[config.mk]
export PLATFORM = sky130hd
export DESIGN_NAME = mmio_led_ctrl
export DESIGN_NICKNAME = d
export VERILOG_FILES = /design/src/rtl/mmio_led_ctrl.sv
export SDC_FILE = /design/constraint.sdc
export NUM_CORES = 1
export LEC_CHECK = 0
export CAP_MARGIN = 20
export CORE_AREA = 2 2 133 135
export DETAILED_ROUTE_END_ITERATION = 10
export DIE_AREA = 0 0 135 137
export PLACE_DENSITY_LB_ADDON = 0.3
export SLEW_MARGIN = 20
export SYNTH_ARGS = -nofsm -noshare
export SYNTH_HDL_FRONTEND = slang
export SYNTH_SLANG_ARGS = --single-unit
[constraint.sdc]
create_clock -name clk -period 2.8 [get_ports clk]
set_clock_uncertainty 0.1 [all_clocks]
set_input_delay 0.56 -clock clk [delete_from_list [all_inputs] [get_ports clk]]
set_output_delay 0.56 -clock clk [all_outputs]
set_load 0.05 [all_outputs]
[src/rtl/mmio_led_ctrl.sv]
`default_nettype none
// +--------------------------------------------------------------------------+
// | Module      : mmio_led_ctrl                                              |
// | Description : Memory-mapped LED/GPIO controller, per-channel static,     |
// |               blink or 8-bit PWM output with a shared tick prescaler.    |
// | Revision    : 1.0  initial release                                       |
// +--------------------------------------------------------------------------+
module mmio_led_ctrl #(
    parameter int          NUM_CH       = 8,
    parameter logic [31:0] BASE_ADDR    = 32'h2000,
    parameter logic [15:0] PRESCALE_RST = 16'd0
) (
    input  logic              clk,
    input  logic              rst,
    input  logic [31:0]       m_addr,
    input  logic [31:0]       m_wdata,
    input  logic              wea,
    input  logic              rea,
    output logic [31:0]       m_rdata,
    output logic              rvalid,
    output logic [NUM_CH-1:0] led
);

    localparam logic [4:0] c_PRESC_IDX = 5'd16;
    localparam logic [5:0] c_NUM_CH    = 6'(NUM_CH);
    localparam logic [1:0] c_MODE_BLINK = 2'b01;
    localparam logic [1:0] c_MODE_PWM   = 2'b10;

    logic              r_level [NUM_CH];
    logic [1:0]        r_mode  [NUM_CH];
    logic [7:0]        r_duty  [NUM_CH];
    logic [15:0]       r_prescale;
    logic [15:0]       r_presc_cnt;
    logic [7:0]        r_pwm_cnt;
    logic [NUM_CH-1:0] r_led;
    logic [31:0]       r_rdata;
    logic              r_rvalid;

    logic              w_in_win;
    logic              w_aligned;
    logic [4:0]        w_idx;
    logic              w_ch_hit;
    logic              w_presc_hit;
    logic              w_tick;
    logic [31:0]       w_rdata;
    logic [NUM_CH-1:0] w_led_nxt;
    logic              w_unused;

    // The 128-byte window is decoded on the upper address bits only.
    assign w_in_win    = (m_addr[31:7] == BASE_ADDR[31:7]);
    assign w_aligned   = (m_addr[1:0] == 2'b00);
    assign w_idx       = m_addr[6:2];
    assign w_ch_hit    = w_in_win && w_aligned && ({1'b0, w_idx} < c_NUM_CH);
    assign w_presc_hit = w_in_win && w_aligned && (w_idx == c_PRESC_IDX);
    assign w_tick      = (r_presc_cnt == r_prescale);
    assign w_unused    = ^{m_wdata[31:16], m_wdata[7:3]};

    always_ff @(posedge clk) begin
        if (rst) begin
            for (int i = 0; i < NUM_CH; i++) begin
                r_level[i] <= 1'b0;
                r_mode[i]  <= 2'b00;
                r_duty[i]  <= 8'd0;
            end
        end else if (wea && w_ch_hit) begin
            for (int i = 0; i < NUM_CH; i++) begin
                if (w_idx == 5'(i)) begin
                    r_level[i] <= m_wdata[0];
                    r_mode[i]  <= m_wdata[2:1];
                    r_duty[i]  <= m_wdata[15:8];
                end
            end
        end
    end

    // A PRESCALE store restarts both counters so the new rate begins cleanly.
    always_ff @(posedge clk) begin
        if (rst) begin
            r_prescale  <= PRESCALE_RST;
            r_presc_cnt <= 16'd0;
            r_pwm_cnt   <= 8'd0;
        end else if (wea && w_presc_hit) begin
            r_prescale  <= m_wdata[15:0];
            r_presc_cnt <= 16'd0;
            r_pwm_cnt   <= 8'd0;
        end else if (w_tick) begin
            r_presc_cnt <= 16'd0;
            r_pwm_cnt   <= r_pwm_cnt + 8'd1;
        end else begin
            r_presc_cnt <= r_presc_cnt + 16'd1;
        end
    end

    generate
        for (genvar g = 0; g < NUM_CH; g++) begin : g_ch_out
            always_comb begin
                case (r_mode[g])
                    c_MODE_BLINK: w_led_nxt[g] = r_pwm_cnt[7] ^ r_level[g];
                    c_MODE_PWM:   w_led_nxt[g] = (r_pwm_cnt < r_duty[g]) ^ r_level[g];
                    default:      w_led_nxt[g] = r_level[g];
                endcase
            end
        end
    endgenerate

    always_ff @(posedge clk) begin
        if (rst) r_led <= '0;
        else     r_led <= w_led_nxt;
    end

    always_comb begin
        w_rdata = 32'd0;
        if (w_presc_hit) w_rdata = {16'd0, r_prescale};
        for (int i = 0; i < NUM_CH; i++) begin
            if (w_ch_hit && (w_idx == 5'(i)))
                w_rdata = {16'd0, r_duty[i], 5'd0, r_mode[i], r_level[i]};
        end
    end

    // Read samples pre-edge register state, so a same-cycle store returns old data.
    always_ff @(posedge clk) begin
        if (rst) begin
            r_rdata  <= 32'd0;
            r_rvalid <= 1'b0;
        end else if (rea && w_in_win) begin
            r_rdata  <= w_rdata;
            r_rvalid <= 1'b1;
        end else begin
            r_rvalid <= 1'b0;
        end
    end

    assign m_rdata = r_rdata;
    assign rvalid  = r_rvalid;
    assign led     = r_led;

endmodule
`default_nettype wire

==> flow_metrics.py <==
metrics = {
    "critical_path": {
        "critPathMaxFanout": 12,
        "arrival_ns": 2.95,
        "cp.required_ns": 3.06,
        "r2r_cells": 7,
        "cp_cell_sequence": "clkdlybuf4s50_1 > nor4b_4 > nand4_4 > or4_4 > buf_4 > o22ai_1 > a221oi_1 > a21boi_1",
        "critPathLaunchType": "input pin",
        "regToRegEndpoint": "led[7]",
        "cp_slowest_cell": "or4_4",
        "critical_path.max_stage_delay_ns": 0.58,
        "reg2reg_from": "r_pwm_cnt[1]",
        "reg2reg_setup_slack_ns": 0.32,
        "end_kind": "register",
        "path_class": "input pin to register",
    },
    "global_route": {
        "overflow": 0,
        "grt_max_degree": 37,
        "grt_first_pass_wirelength_mm": 35.20,
        "antenna_found_initial": 0,
        "grt_pass1_vias": 6643,
        "track_usage": 0.2535,
    },
    "clock_network": {
        "clkSinkCount": 153,
        "post_cts_buffers": 0,
        "clkLatencyLatePin_ns": 0.43,
        "htreeDepth": 4,
        "root_buffer": "clkbuf_16",
        "cts_tree": "done",
        "clock_path_buffers": 2,
        "hold_buffers": 0,
        "clk_pin_slew_ns": 0.06,
        "ctsResizeCount": 0,
        "cts_buffers": 17,
    },
    "min_path": {
        "holdPathStages": 2,
        "hold_class": "register to register",
        "hp-start": "r_prescale[10]",
        "whs_endpoint": "r_prescale[10]",
    },
    "logic_synthesis": {
        "yosysMostFrequentCell": "nor2_1",
        "ys_dominant_reg_cell": "edfxtp_1",
        "synthArstFlopShare": 0,
        "ys_top_cells_by_count": "nor2_1, edfxtp_1, inv_1",
        "syn_area_um2": 8547,
        "netlist.top_cell.by_area": "edfxtp_1",
        "synthDistinctLibCells": 57,
        "synth_area_leaders": "edfxtp_1, dfxtp_1, ha_1",
        "syn_inst": 877,
        "yosys_warnings": 0,
        "synth_top_area_share": 0.3092,
        "synth_edf_count": 88,
        "synth_seq_area_share": 0.4614,
        "synth.avg_cell_area_um2": 9.746,
        "yosys_register_bits": 153,
    },
    "placement": {
        "io_buffers": 76,
        "pre_cts_ws_ns": -0.3153,
        "dp.cells": 1221,
        "routabilityCongestion": 0.9000,
        "postPlaceCellArea_um2": 10050,
        "hpwl_mm": 17.40,
    },
    "timing": {
        "setup_violations": 0,
        "worst_slew_pin_slew_ns": 0.6173,
        "hold_viol_final": 0,
        "setup_ws_ns": 0.1094,
        "timing.final.crit_period_ns": 2.691,
        "final_max_slew_viol_count": 0,
        "finalCritPeriodShare": 0.9609,
        "max_freq_mhz": 371.7,
        "slew_headroom": 0.5885,
        "rsz0062_at_grt": "no",
    },
    "final_layout": {
        "fillers": 1427,
        "areaGrowthSynthToFinish_pct": 24.24,
        "fin_area_um2": 10620,
        "fin_util": 0.6226,
        "layout-drive-gt1-share": 0.1342,
        "fin_nets": 1149,
        "instances_no_fill": 1253,
        "diodes": 0,
    },
    "floorplanning": {
        "start_util": 0.5011,
        "die-area_um2": 18500,
        "fp.coreArea_um2": 17060,
        "die_y_um": 137,
        "ios": 109,
        "num_rows": 48,
        "die_w_um": 135,
    },
    "route": {
        "drtIter0Drc": 640,
        "viasPerCell": 5.599,
        "wire_per_inst_um": 18.57,
        "drcViolationCount": 0,
        "wl_mm": 23.26,
        "vias": 7015,
        "dr.pass1.iters": 5,
        "antenna_left": 0,
    },
    "pwr": {
        "power_density_nw_per_um2": 500.9,
        "peakVddDrop_uv": 443.4,
        "total_power_mw": 5.319,
        "leakage_nw": 4.431,
    },
    "run_status": {
        "run_status": "finished clean",
    },
    "flow_run": {
        "cap_violations": 0,
    },
}
-- stage by stage --
stage / setup TNS [ns] / hold slack [ns]
after floorplan: 0 / 0.3525
after global placement: -18.74 / 0.3785
after detailed placement: -27.37 / 0.3857
after CTS: 0 / 0.3940
after global routing: 0 / 0.4240
final: 0 / 0.3955
-- placed cells by master, fill, tap and decap left out, types with 28 or more instances in the layout --
cell             synthesis  final
dfxtp_1                 65     65
nand2b_1                32     32
a21o_1                  28     28
nor2_1                 126    126
nand2_1                 56     56
a21oi_1                 50     50
inv_1                   77     77
clkdlybuf4s50_1          0     75
buf_4                   16     73
ha_1                    66     66
edfxtp_1                88     88
-- power by group --
| group | switching (mW) | total [mW] | internal [mW] |
|---|---|---|---|
| sequential | 0.0572 | 2.52 | 2.46 |
| clock | 0.952 | 2.23 | 1.28 |
| combinational | 0.327 | 0.568 | 0.240 |
| total | 1.34 | 5.32 | 3.98 |
-- how the worst max path moves through the flow --
stage,end,from,slack (ns)
CTS,r_mode[0][7],m_addr[11],0.12
global placement,r_mode[0][6],m_addr[11],-0.27
floorplan,r_duty[1][10],m_addr[11],0.02
global route,m_rdata[1],m_addr[11],0.06
detailed placement,r_duty[1][15],m_addr[11],-0.32
finish,m_rdata[2],m_addr[11],0.11
-- metal layers --
metal,part of all wire,GRT usage
met2,0.48,0.4224
met3,0.065,0.04704
met1,0.43,0.3298
met4,0.025,0.09491
met5,0,0
-- cell type report --
| type | count | area, um^2 | share of cell area |
|---|---|---|---|
| Multi-Input combinational cell | 608 | 4080 | 0.3842 |
| Sequential cell | 153 | 3944 | 0.3714 |
| Timing Repair Buffer | 156 | 1444 | 0.1360 |
| Clock buffer | 22 | 496.7 | 0.04678 |
| Inverter | 79 | 296.5 | 0.02793 |
| Tap cell | 225 | 281.5 | 0.02651 |
| Clock inverter | 10 | 76.32 | 0.007187 |
-- flip-flops by register name, summed over array words and instances (netlist names) --
| register | count |
|---|---|
| r_duty | 64 |
| m_rdata | 16 |
| r_pwm_cnt | 8 |
| led | 8 |
| r_prescale | 16 |
| r_presc_cnt | 16 |
| r_level | 8 |
| rvalid | 1 |
| r_mode | 16 |
-- worst max-delay path: cells and delay by family --
family | cells | cell delay, ns
compound gates | 3 | 0.59
simple gates | 3 | 1.12
buf+inv | 2 | 0.66
-- kinds of logic (layout without fill, tap and decap cells) --
group	count (synthesis)	count (layout)	synth area share
compound gates	180	180	0.1433
xor+xnor	37	37	0.03792
fa+ha+maj	66	66	0.09662
buf+inv	131	267	0.06778
flops	153	153	0.4614
mux	12	12	0.01523
other cells	1	16	0.0004388
simple gates	297	297	0.1773
(Power assumes the default switching activity.)
